--- config.mk ---
export PLATFORM = sky130hd
export DESIGN_NAME = elevator_call_scheduler
export DESIGN_NICKNAME = d
export VERILOG_FILES = /design/src/rtl/elev_pkg.sv /design/src/rtl/elev_scan_select.sv /design/src/rtl/elevator_call_scheduler.sv
export SDC_FILE = /design/constraint.sdc
export NUM_CORES = 1
export LEC_CHECK = 0
export ABC_AREA = 1
export BUFFER_PORTS_ARGS = -buffer_cell sky130_fd_sc_hd__buf_2
export CELL_PAD_IN_SITES_DETAIL_PLACEMENT = 1
export CELL_PAD_IN_SITES_GLOBAL_PLACEMENT = 2
export CORE_ASPECT_RATIO = 1.1
export CORE_UTILIZATION = 31
export DETAILED_ROUTE_END_ITERATION = 6
export PLACE_DENSITY_LB_ADDON = 0.1
export SLEW_MARGIN = 20
export SYNTH_ARGS = -nofsm -noshare
export SYNTH_HDL_FRONTEND = slang
export SYNTH_HIERARCHICAL = 1
export SYNTH_SLANG_ARGS = --single-unit
--- constraint.sdc ---
create_clock -name Clk -period 3.65 [get_ports Clk]
set_input_delay 0.365 -clock Clk [delete_from_list [all_inputs] [get_ports Clk]]
set_output_delay 0.365 -clock Clk [all_outputs]
set_load 0.1 [all_outputs]
--- src/rtl/elev_pkg.sv ---
// Shared types and helpers for the elevator call scheduler.
// Holds the FSM encoding, default sizes and floor-sensor decoding.
package elev_pkg;

  localparam int N_FLOORS_D = 3;
  localparam int FW_D       = 2;

  typedef enum logic [1:0] {
    S_IDLE     = 2'd0,
    S_DISPATCH = 2'd1,
    S_DWELL    = 2'd2
  } state_t;

  function automatic logic [2:0] oh_to_idx(
    input logic [7:0] v
  );
    logic [2:0] idx;
    idx = '0;
    for (int i = 0; i < 8; i++)
      if (v[i]) idx = 3'(i);
    return idx;
  endfunction

  function automatic logic is_onehot(
    input logic [7:0] v
  );
    return (v != '0) && ((v & (v - 8'd1)) == '0);
  endfunction

endpackage

--- src/rtl/elev_scan_select.sv ---
// SCAN target selection: serve the current floor, else keep
// the current direction while calls remain ahead, else reverse.
module elev_scan_select
  import elev_pkg::*;
#(
  parameter int N_FLOORS = N_FLOORS_D,
  parameter int FW       = FW_D
) (
  input  logic [N_FLOORS-1:0] pending,
  input  logic [FW-1:0]       cur_floor,
  input  logic                dir_up,
  output logic                sel_valid,
  output logic [FW-1:0]       sel_floor,
  output logic                sel_dir_up
);

  logic          w_here;
  logic          w_up;
  logic          w_dn;
  logic [FW-1:0] w_above;
  logic [FW-1:0] w_below;

  // Descending scan leaves the nearest call above; ascending the nearest below.
  always_comb begin
    w_here  = 1'b0;
    w_up    = 1'b0;
    w_dn    = 1'b0;
    w_above = '0;
    w_below = '0;
    for (int f = N_FLOORS - 1; f >= 0; f--)
      if (pending[f] && FW'(f) > cur_floor) begin
        w_up    = 1'b1;
        w_above = FW'(f);
      end
    for (int f = 0; f < N_FLOORS; f++) begin
      if (pending[f] && FW'(f) < cur_floor) begin
        w_dn    = 1'b1;
        w_below = FW'(f);
      end
      if (pending[f] && FW'(f) == cur_floor)
        w_here = 1'b1;
    end
  end

  always_comb begin
    sel_valid  = 1'b1;
    sel_floor  = cur_floor;
    sel_dir_up = dir_up;
    if (w_here) begin
      sel_floor = cur_floor;
    end else if (dir_up && w_up) begin
      sel_floor = w_above;
    end else if (!dir_up && w_dn) begin
      sel_floor = w_below;
    end else if (w_up) begin
      sel_floor  = w_above;
      sel_dir_up = 1'b1;
    end else if (w_dn) begin
      sel_floor  = w_below;
      sel_dir_up = 1'b0;
    end else begin
      sel_valid = 1'b0;
    end
  end

endmodule

--- src/rtl/elevator_call_scheduler.sv ---
// Call latch, floor tracking and SCAN sequencer for the elevator core.
// One target at a time; served calls clear while the door dwells.
module elevator_call_scheduler
  import elev_pkg::*;
#(
  parameter int N_FLOORS     = N_FLOORS_D,
  parameter int FW           = FW_D,
  parameter int DWELL_CYCLES = 4
) (
  input  logic                Clk,
  input  logic                Reset,
  input  logic [N_FLOORS-1:0] call_i,
  input  logic [N_FLOORS-1:0] call_e,
  input  logic [N_FLOORS-1:0] floor_sns,
  input  logic                door_open,
  output logic [FW-1:0]       target_floor,
  output logic                target_valid,
  output logic                dir_up,
  output logic [N_FLOORS-1:0] pending,
  output logic                busy,
  output logic                sns_err
);

  localparam int CW = $clog2(DWELL_CYCLES + 1);

  state_t              r_state;
  logic [N_FLOORS-1:0] r_pending;
  logic [FW-1:0]       r_cur;
  logic [FW-1:0]       r_tgt;
  logic                r_dir;
  logic                r_tv;
  logic                r_busy;
  logic                r_err;
  logic [CW-1:0]       r_cnt;

  logic [7:0]          w_sns8;
  logic                w_oh;
  logic [FW-1:0]       w_idx;
  logic                w_multi;
  logic                w_arrive;
  logic                w_between;
  logic                w_pend_at;
  logic                w_clr_en;
  logic [N_FLOORS-1:0] w_tgt_mask;
  logic [N_FLOORS-1:0] w_pend_nxt;
  logic                w_sel_valid;
  logic [FW-1:0]       w_sel_floor;
  logic                w_sel_dir;

  elev_scan_select #(
    .N_FLOORS (N_FLOORS),
    .FW       (FW)
  ) u_sel (
    .pending    (r_pending),
    .cur_floor  (r_cur),
    .dir_up     (r_dir),
    .sel_valid  (w_sel_valid),
    .sel_floor  (w_sel_floor),
    .sel_dir_up (w_sel_dir)
  );

  assign w_sns8    = 8'(floor_sns);
  assign w_oh      = is_onehot(w_sns8);
  assign w_idx     = FW'(oh_to_idx(w_sns8));
  assign w_multi   = (|floor_sns) & ~w_oh;
  assign w_arrive  = w_oh && (w_idx == r_tgt) && door_open;
  assign w_pend_at = w_oh && |(r_pending & floor_sns);
  assign w_between = r_dir ? (w_idx > r_cur && w_idx < r_tgt)
                           : (w_idx < r_cur && w_idx > r_tgt);

  // Served-floor clear; a press in the same cycle still survives.
  assign w_clr_en   = (r_state == S_DWELL) ||
                      (r_state == S_DISPATCH && w_arrive);
  assign w_tgt_mask = N_FLOORS'(1) << r_tgt;
  assign w_pend_nxt = (r_pending & ~(w_clr_en ? w_tgt_mask : '0))
                    | call_i | call_e;

  always_ff @(posedge Clk) begin
    if (!Reset) begin
      r_state   <= S_IDLE;
      r_pending <= '0;
      r_cur     <= '0;
      r_tgt     <= '0;
      r_dir     <= 1'b1;
      r_tv      <= 1'b0;
      r_busy    <= 1'b0;
      r_err     <= 1'b0;
      r_cnt     <= '0;
    end else begin
      r_pending <= w_pend_nxt;
      if (w_oh)    r_cur <= w_idx;
      if (w_multi) r_err <= 1'b1;
      unique case (r_state)
        S_IDLE: begin
          if (w_sel_valid) begin
            r_state <= S_DISPATCH;
            r_tgt   <= w_sel_floor;
            r_dir   <= w_sel_dir;
            r_tv    <= 1'b1;
            r_busy  <= 1'b1;
          end
        end
        S_DISPATCH: begin
          if (w_arrive) begin
            r_state <= S_DWELL;
            r_cnt   <= CW'(DWELL_CYCLES - 1);
          end else if (w_pend_at && w_between) begin
            r_tgt <= w_idx;
          end
        end
        S_DWELL: begin
          if (r_cnt != '0) begin
            r_cnt <= r_cnt - CW'(1);
          end else if (!door_open) begin
            if (w_sel_valid) begin
              r_state <= S_DISPATCH;
              r_tgt   <= w_sel_floor;
              r_dir   <= w_sel_dir;
            end else begin
              r_state <= S_IDLE;
              r_tv    <= 1'b0;
              r_busy  <= 1'b0;
            end
          end
        end
        default: begin
          r_state <= S_IDLE;
          r_tv    <= 1'b0;
          r_busy  <= 1'b0;
        end
      endcase
    end
  end

  assign target_floor = r_tgt;
  assign target_valid = r_tv;
  assign dir_up       = r_dir;
  assign pending      = r_pending;
  assign busy         = r_busy;
  assign sns_err      = r_err;

endmodule
== After elaboration in Yosys (flattened, before gate mapping) ==
Cells that the tools add are included.
Word-level totals
  input bits: 12
  register bits: 15
  bits in latches: 0
  word-level logic and storage cells: 136
  memories kept: 0
  memory bits (read-only): 0
  RAM bits: 0
Cells by class
  equal/unequal tests: 13
  reduce and logical (&&, ||, !) cells: 36
  shifts and indexed selects: 1
  add/subtract/negate cells: 2
  bitwise operators: 9
  $lt $le $gt $ge: 10
  multipliers: 0
  multiplexer cells: 57
  divide/modulo/power cells: 0
Operator list (count)
  2-to-1 mux 2 bit: 19
  2-to-1 mux 1 bit: 30
  logical AND 1 bit: 19
  case mux 2 bit (3 select lines): 2
  inequality test 2 bit (second input constant): 5
  AND reduction 5 bit: 2
  2-to-1 mux 3 bit: 3
  AND 3 x 8 -> 8 bit: 1
  zero test 8 bit: 1
  nonzero test 8 bit: 1
  AND 3 bit: 2
  inequality test 2 x 1 -> 1 bit (second input constant): 3
  bitwise OR 3 bit: 2
  case mux 3 bit (2 select lines): 1
  AND reduction 3 bit: 2
  nonzero test 3 bit: 2
  OR reduction 3 bit: 2
  greater-than comparator 1 x 2 -> 1 bit (first input constant): 2
  greater-than comparator 2 bit: 2
  zero test 2 bit: 2
  less-than comparator 1 x 2 -> 1 bit (first input constant): 2
  less-than comparator 2 bit: 2
  AND reduction 4 bit: 1
  nonzero test 2 bit: 2
  other kinds (17): 18

== Logic depth before layout (Yosys ltp) ==
Gate-level depths: netlist (run 1).
  depth after elaboration: 14
  mapped depth: 15
  mapped depth without buffers: 15

== By module ==
Netlist (run 1), hierarchy kept.
By module, submodules not included
  elevator_call_scheduler: area each 955.9 um^2, sequential area each 300.3 um^2, cells an instance 141, times used 1
  elev_scan_select: area each 183.9 um^2, sequential area each 0.0 um^2, cells an instance 42, times used 1

== Worst setup path after synthesis (run 1) ==
No wires, ideal clock.
  path type: reg2reg
  start point: register r_tgt[1] (netlist: target_floor[1])
  end point: register r_pending[1] (netlist: pending[1])
  period minus slack after synthesis: 2322 ps
  buffers on the path: 0
  data required time: 3529 ps
  library setup time: 121 ps
  stages on the path, launching flop included: 10
  data arrival time: 2201 ps
  slack: 1328 ps
  path through: dfxtp_1 -> inv_1 -> ha_1 -> nand2_1 -> nor2_1 -> nand3_4 -> nand2_1 -> nand3_1 -> nand2_1 -> a21oi_1
Between the ends
  cells in the longest elaborated chain, start to end: 10
  elaborated cells on any way between the ends: 11
  those cells by class: eq/ne (1); shift (1); mux (1); bitwise (4); reduce/logical (4)
Ends and longest elaborated chain
  from (decl): RTL line elevator_call_scheduler.sv:29  | logic [FW-1:0] r_tgt;
  from (signal assigned): RTL line elevator_call_scheduler.sv:97  | r_tgt <= w_sel_floor;
  from (signal assigned): RTL line elevator_call_scheduler.sv:108  | r_tgt <= w_idx;
  from (signal assigned): RTL line elevator_call_scheduler.sv:117  | r_tgt <= w_sel_floor;
  == test 2 bit: RTL line elevator_call_scheduler.sv:66  | assign w_arrive = w_oh && (w_idx == r_tgt) && door_open;
  logical AND 1 bit (2 in a row): RTL line elevator_call_scheduler.sv:66
  logical AND 1 bit: RTL line elevator_call_scheduler.sv:73  | (r_state == S_DISPATCH && w_arrive);
  logical OR 1 bit: RTL line elevator_call_scheduler.sv:72  | assign w_clr_en = (r_state == S_DWELL) ||
  2-to-1 mux 3 bit *: RTL line elevator_call_scheduler.sv:75  | assign w_pend_nxt = (r_pending & ~(w_clr_en ? w_tgt_mask : '0))
  NOT 3 bit *: RTL line elevator_call_scheduler.sv:75
  AND 3 bit *: RTL line elevator_call_scheduler.sv:75
  bitwise OR 3 bit * (2 in a row): RTL line elevator_call_scheduler.sv:76  | | call_i | call_e;
  to (signal assigned): RTL line elevator_call_scheduler.sv:90  | r_pending <= w_pend_nxt;
  to (decl): RTL line elevator_call_scheduler.sv:27  | logic [N_FLOORS-1:0] r_pending;
Every way passes the cells marked *; elsewhere a longest branch is shown, timed or not.
A chain may end at the register's enable or synchronous reset.

== Worst setup path in the final report (run 1) ==
  start point: register r_cur[1]
  end point: register r_dir (netlist: dir_up)
Between the ends
  cells in the longest elaborated chain, start to end: 14
  elaborated cells on any way between the ends: 43
  those cells by class: order compare (6); eq/ne (2); mux (23); reduce/logical (12)
Ends and longest elaborated chain
  from (decl): RTL line elevator_call_scheduler.sv:28  | logic [FW-1:0] r_cur;
  from (signal assigned): RTL line elevator_call_scheduler.sv:91  | if (w_oh) r_cur <= w_idx;
  less-than comparator 1 x 2 -> 1 bit: RTL line elev_scan_select.sv:36  | if (pending[f] && FW'(f) < cur_floor) begin
  logical AND 1 bit: RTL line elev_scan_select.sv:36
  2-to-1 mux 1 bit (3 in a row): RTL line elev_scan_select.sv:36
  2-to-1 mux 1 bit: RTL line elev_scan_select.sv:58  | end else if (w_dn) begin
  2-to-1 mux 1 bit: RTL line elev_scan_select.sv:55  | end else if (w_up) begin
  2-to-1 mux 1 bit: RTL line elev_scan_select.sv:53  | end else if (!dir_up && w_dn) begin
  2-to-1 mux 1 bit: RTL line elev_scan_select.sv:51  | end else if (dir_up && w_up) begin
  2-to-1 mux 1 bit *: RTL line elev_scan_select.sv:49  | if (w_here) begin
  net w_sel_valid: RTL line elevator_call_scheduler.sv:46  | logic w_sel_valid;
  2-to-1 mux 1 bit *: RTL line elevator_call_scheduler.sv:95, elevator_call_scheduler.sv:115
  2-to-1 mux 1 bit: RTL line elevator_call_scheduler.sv:114  | end else if (!door_open) begin
  2-to-1 mux 1 bit: RTL line elevator_call_scheduler.sv:112  | if (r_cnt != '0) begin
  case mux 1 bit (2 select lines) *: RTL line elevator_call_scheduler.sv:93  | unique case (r_state)
  to (signal assigned): RTL line elevator_call_scheduler.sv:98  | r_dir <= w_sel_dir;
  to (signal assigned): RTL line elevator_call_scheduler.sv:118  | r_dir <= w_sel_dir;
  to (decl): RTL line elevator_call_scheduler.sv:30  | logic r_dir;
Mark *: on every way through the listed nets, which the timed path passes. The rest lies on a longest branch. The select of a mux whose other input is x is not followed.

==> results of run 1 <==
-- cell type report --
type / instances / area share, %
Clock buffer: 3 / 1.706
Timing Repair Buffer: 20 / 7.583
Clock inverter: 1 / 0.3791
Tap cell: 48 / 4.550
Sequential cell: 15 / 22.75
Inverter: 34 / 9.668
Multi-Input combinational cell: 133 / 53.36
-- stage by stage --
step	instances	utilization (%)	worst slack (ps)
final	254	38.67	1763
after global placement	250	37.87	1780
after detailed placement	250	37.87	1706
after CTS	254	38.67	1766
after global routing	254	38.67	1497
after floorplan	183	-	1328
-- state kept, by name, summed over array words and instances, names as in the netlist --
signal        flops
busy              1
r_cur             2
sns_err           1
r_cnt             3
pending           3
dir_up            1
target_floor      2
r_state           2
-- final timing paths --
kind	end	cells after the start	slack [ps]	startpoint
worst max-delay path	dir_up	9	1760	r_cur[1]
worst max register to register	dir_up	9	1760	r_cur[1]
worst min register to register	sns_err	2	460	sns_err
worst min-delay path	pending[2]	3	320	call_e[2]
-- kinds of logic after synthesis --
group                      Yosys count
and+or+nand+nor                    104
buffers and inverters               35
adders and majority gates            6
DFF                                 15
AOI/OAI and AO/OA                   23
-- layout by cell type, fill, tap and decap left out, types with 2 or more instances in the layout --
cell	instances
sky130_fd_sc_hd__ha_1	6
sky130_fd_sc_hd__o211ai_1	3
sky130_fd_sc_hd__inv_2	5
sky130_fd_sc_hd__nand4_1	2
sky130_fd_sc_hd__inv_1	28
sky130_fd_sc_hd__nand2_4	3
sky130_fd_sc_hd__a21oi_1	15
sky130_fd_sc_hd__nand2_2	6
sky130_fd_sc_hd__nand2_1	54
sky130_fd_sc_hd__o21ai_0	3
sky130_fd_sc_hd__dfxtp_1	15
sky130_fd_sc_hd__buf_2	20
sky130_fd_sc_hd__clkbuf_4	3
sky130_fd_sc_hd__nor2_2	5
sky130_fd_sc_hd__nand3_1	16
sky130_fd_sc_hd__nor2_1	12
-- where the power goes --
| group | internal (mW) | total (mW) | switching, mW |
|---|---|---|---|
| registers | 0.179 | 0.198 | 0.0185 |
| logic | 0.0594 | 0.246 | 0.186 |
| clock network | 0.0408 | 0.0984 | 0.0576 |
-- worst max-delay path: stages (launching register included) --
cell and delay [ps]:
sky130_fd_sc_hd__dfxtp_1 410, sky130_fd_sc_hd__nor2_1 210, sky130_fd_sc_hd__nand2_1 110, sky130_fd_sc_hd__nand3_1 160, sky130_fd_sc_hd__inv_1 80, sky130_fd_sc_hd__nand4_1 180, sky130_fd_sc_hd__inv_1 90, sky130_fd_sc_hd__nor3_1 360
sky130_fd_sc_hd__nand2_1 100, sky130_fd_sc_hd__o211ai_1 100
-- per-layer routing --
layer  track usage (%)  vias to the layer above  wire length, µm  share of wire (%)
li1                  -                      620                -                  -
met3             1.181                        4               39                1.2
met5                 0                        -                0                  0
met2             36.53                        8             1807                 56
met4             6.977                        0               36                1.1
met1             19.64                      569             1325                 41
==> impl_metrics.env, run 1 <==
export IMPL_run_status="completed"
export IMPL_post_synth_top_cells="54 x sky130_fd_sc_hd__nand2_1, 28 x sky130_fd_sc_hd__inv_1, 16 x sky130_fd_sc_hd__nand3_1, 15 x sky130_fd_sc_hd__a21oi_1, 15 x sky130_fd_sc_hd__dfxtp_1"
export IMPL_die_x_um=59.82
export IMPL_drcViolationCount=0
export IMPL_post_synth_mux_area_share_pct=0
export IMPL_setup_repair_after_global_routing_missed_its_margin="no"
export IMPL_timing_fmax_mhz=529.9
export IMPL_num_io_pins=21
export IMPL_maxCapViolCount=0
export IMPL_post_drt_wl_per_cell_um=12.63
export IMPL_die_area_um2=3924
export IMPL_yosys_top_cells_area="sky130_fd_sc_hd__dfxtp_1 26%, sky130_fd_sc_hd__nand2_1 18%, sky130_fd_sc_hd__inv_1 9.2%, sky130_fd_sc_hd__nand3_1 7.0%, sky130_fd_sc_hd__a21oi_1 6.6%"
export IMPL_layout_filler_cell_count=493
export IMPL_crit_required_ps=3860
export IMPL_synthesis_area_per_instance_um2=6.229
export IMPL_dominant_cell_by_count_in_the_synthesized_netlist="sky130_fd_sc_hd__nand2_1"
export IMPL_synth_async_reset_ratio_pct=0
export IMPL_non_filler_cell_area_final_um2=1320
export IMPL_synth_edf_count=0
export IMPL_setup_violations=0
export IMPL_vdd_drop_max_mv=0.2281
export IMPL_timing_worst_slew_pin_value_ps=484.5
export IMPL_cts_resized=0
export IMPL_initial_utilization_pct=33.39
export IMPL_initial_antenna_violation_count=0
export IMPL_route_vias_total=1201
export IMPL_cts_tree="done"
export IMPL_cts_root_buf="sky130_fd_sc_hd__clkbuf_4"
export IMPL_post_synth_top_area_cell="sky130_fd_sc_hd__dfxtp_1"
export IMPL_cts_made_buffers=3
export IMPL_post_synthesis_compound_gate_area_fraction_pct=11.09
export IMPL_power_per_cell_area_nw_per_um2=410.4
export IMPL_synth_cell_types=24
export IMPL_grt_use_total_pct=18.50
export IMPL_clock_sinks=15
export IMPL_worstHoldPathType="primary input to flop"
export IMPL_clkSlewWorstSetupHoldPaths_ps=100
export IMPL_ys_flop_type="sky130_fd_sc_hd__dfxtp_1"
export IMPL_port_buffer_count=20
export IMPL_cts_setup_buffers=0
export IMPL_slew_limit_headroom_pct=67.92
export IMPL_synth_nets=201
export IMPL_synth_adder_area_share_pct=6.586
export IMPL_total_leakage_power_nw=0.7134
export IMPL_netlist_area_um2=1140
export IMPL_drt_first_iter_violations=40
export IMPL_cp_start_kind="flop"
export IMPL_crit_path_max_fanout=8
export IMPL_crit_arrival_ps=2100
export IMPL_core_region_area_um2=3413
export IMPL_synth_ff_latch_count=15
export IMPL_nNetsFinal=225
export IMPL_synth_seq_area_share_pct=26.34
export IMPL_timing_critical_path_to_type="flop"
export IMPL_cts_hold_repair_buffers=0
export IMPL_clock_insertion_delay_worst_skew_ps=300
export IMPL_drt_antenna_violating_nets=0
export IMPL_basic_gate_share_of_the_synthesized_area_counting_and_or_nand_and_nor_cells_pct=44.13
export IMPL_cts_htree_levels=1
export IMPL_place_gp_congestion=0.7979
export IMPL_clock_skew_ps=12.70
export IMPL_yosys_area_top_type_share_pct=26.34
export IMPL_total_routed_wirelength_um=3209
export IMPL_clockBufferDepth=2
export IMPL_final_count_of_hold_timing_violations=0
export IMPL_via_per_inst=4.728
export IMPL_power_total_mw=0.5417
export IMPL_grt_first_pass_wirelength_um=5423
export IMPL_sequential_cell_area_um2=300.3
export IMPL_postSynthCellCount=183
export IMPL_setup_total_negative_slack_ps=0
export IMPL_ys_warn_count=6
export IMPL_min_period_ps=1887
export IMPL_syn2layout_area_growth_pct=15.81
export IMPL_hpwl_detailed_um=2739
export IMPL_synth_top_family_by_area="simple AND/OR/NAND/NOR gates"
export IMPL_holdWs_ps=319.1
export IMPL_period_utilization_pct=51.70
export IMPL_drive_gt1_share_pct=22.82
export IMPL_first_global_vias=1234
export IMPL_std_cell_rows=22
export IMPL_slew_violations=0
export IMPL_post_placement_cell_area_um2=1292
export IMPL_synth_xor_area_share_pct=0
export IMPL_maximum_number_of_pins_on_one_net_before_global_route_repair=10
export IMPL_global_route_total_overflow=0
export IMPL_multi_input_area_um2=704.4
export IMPL_total_inserted_antenna_cells=0
export IMPL_drtPass1Iterations=4
export IMPL_timing_worst_setup_path_type="flop to flop"
export IMPL_die_y_um=65.60
No activity file was read; power rests on OpenSTA's default activity.
==> inputs of run 2 (changes only) <==
Settings changed: CORE_UTILIZATION 31 to 28.
Clock period 3.65 ns to 2 ns, I/O delays scaled along.
==> impl_metrics.env, run 2 (synthesis gave the netlist of run 1 again) <==
export IMPL_run_status="completed"
export IMPL_std_cell_rows=23
export IMPL_power_per_cell_area_nw_per_um2=789.4
export IMPL_cts_root_buf="sky130_fd_sc_hd__clkbuf_8"
export IMPL_worstHoldPathType="primary input to flop"
export IMPL_finalNonFillerCells=258
export IMPL_hold_path_depth=3
export IMPL_setup_violations=0
export IMPL_grt_busiest_layer="met2"
export IMPL_drt_antenna_violating_nets=0
export IMPL_dp_cells=254
export IMPL_hpwl_detailed_um=2764
export IMPL_setup_total_negative_slack_ps=0
export IMPL_clock_sinks=15
export IMPL_syn2layout_area_growth_pct=19.43
export IMPL_drtPass1Iterations=4
export IMPL_slew_violations=0
export IMPL_die_x_um=62.84
export IMPL_reg_to_reg_start="r_cur[1]"
export IMPL_nNetsFinal=227
export IMPL_maxCapViolCount=0
export IMPL_most_common_cell_after_layout_fill_and_taps_aside="sky130_fd_sc_hd__nand2_1"
export IMPL_timing_worst_slew_pin_value_ps=488.3
export IMPL_worst_hold_path_endpoint="pending[2]"
export IMPL_total_routed_wirelength_um=3279
export IMPL_crit_path_max_fanout=8
export IMPL_critical_path_reg2reg_endpoint="dir_up"
export IMPL_place_gp_congestion=0.8104
export IMPL_globalRouteMet3Util_pct=4.112
export IMPL_crit_arrival_ps=1900
export IMPL_cts_resized=0
export IMPL_utilization_pct=36.11
export IMPL_r2r_setup_slack_ps=220
export IMPL_post_drt_wl_per_cell_um=12.71
export IMPL_timing_fmax_mhz=562.7
export IMPL_initial_antenna_violation_count=0
export IMPL_maximum_number_of_pins_on_one_net_before_global_route_repair=10
export IMPL_timing_critical_path_to_type="flop"
export IMPL_port_buffer_count=20
export IMPL_grt_first_pass_wirelength_um=5388
export IMPL_cts_made_buffers=3
export IMPL_clock_skew_ps=8.156
export IMPL_period_utilization_pct=88.86
export IMPL_cts_setup_buffers=0
export IMPL_gr_usage_met1_pct=18.98
export IMPL_grt_met2_use_pct=30.57
export IMPL_slew_limit_headroom_pct=67.67
export IMPL_r2r_worst_path_cells=8
export IMPL_die_y_um=68.92
export IMPL_setup_repair_after_global_routing_missed_its_margin="no"
export IMPL_holdWs_ps=203.8
export IMPL_crit_required_ps=2130
export IMPL_timing_worst_setup_path_type="flop to flop"
export IMPL_global_route_total_overflow=0
export IMPL_initial_utilization_pct=30.24
export IMPL_num_io_pins=21
export IMPL_cp_start_kind="flop"
export IMPL_clkSlewWorstSetupHoldPaths_ps=70
export IMPL_first_global_vias=1196
export IMPL_route_vias_total=1222
export IMPL_total_inserted_antenna_cells=0
export IMPL_grt_use_total_pct=16.55
export IMPL_cts_htree_levels=1
export IMPL_total_leakage_power_nw=0.7291
export IMPL_core_region_area_um2=3770
export IMPL_clockBufferDepth=2
export IMPL_drt_first_iter_violations=60
export IMPL_via_per_inst=4.736
export IMPL_min_period_ps=1777
export IMPL_drcViolationCount=0
export IMPL_final_count_of_hold_timing_violations=0
export IMPL_holdCritStartpoint="call_e[2]"
export IMPL_cts_hold_repair_buffers=0
export IMPL_cts_tree="done"
export IMPL_vdd_drop_max_mv=0.3721
export IMPL_clock_insertion_delay_worst_skew_ps=250
export IMPL_drive_gt1_share_pct=25.48
export IMPL_die_area_um2=4330
export IMPL_final_cell_mix="54 x sky130_fd_sc_hd__nand2_1, 28 x sky130_fd_sc_hd__inv_1, 20 x sky130_fd_sc_hd__buf_2"
[run 2: cell count changes in the layout (fill, tap and decap cells not counted), sizes merged]
cell,change
buf,+2
clkbuf,+1
clkinv,-1
[run 2: how the worst max path moves through the flow]
stage | startpoint | end | slack (ps) | depth (start not counted)
final | r_cur[1] | dir_up | 220 | 8
after global routing | target_floor[1] | pending[2] | 50 | 9
after CTS | r_cur[1] | dir_up | 220 | 8
after detailed placement | floor_sns[2] | pending[2] | 20 | 11
after global placement | floor_sns[2] | pending[2] | 50 | 11
after floorplan | target_floor[1] | target_floor[1] | 70 | 11
[run 2: area by class of cell]
cell class	instances	area, µm²
well taps	50	62.56
fillers	526	2409
flip-flops and latches	15	306.5
multi-input cells	133	704.4
repair buffers	22	115.1
inverters	34	127.6
clock buffers	4	45.04
[run 2: metrics by stage]
stage	setup WS, ps	area (µm²)	power, mW
5_1_grt	46.51	1361	1.149
4_1_cts	224.9	1361	1.094
3_5_place_dp	23.51	1316	0.8316
2_1_floorplan	65.86	1146	0.7292
3_3_place_gp	54.68	1316	0.8241
6_report	222.7	1361	1.075
[run 2: per-layer routing]
layer / wire length (µm) / part of all wire (%)
met5: 0 / 0
met4: 41 / 1.3
met3: 150 / 4.6
met2: 1594 / 49
met1: 1493 / 46
[run 2: critical path: stages (launching register included)]
cell                       delay [ps]
sky130_fd_sc_hd__dfxtp_1          390
sky130_fd_sc_hd__nor2_1           240
sky130_fd_sc_hd__nand2_1          130
sky130_fd_sc_hd__and2_4           170
sky130_fd_sc_hd__nand4_1          180
sky130_fd_sc_hd__inv_1             90
sky130_fd_sc_hd__nor3_1           210
sky130_fd_sc_hd__buf_4            160
sky130_fd_sc_hd__o211ai_1          70
[run 2: power by group]
part	switching, mW	internal, mW
Sequential	0.0323	0.330
Combinational	0.342	0.116
Clock	0.113	0.141
Total	0.488	0.587
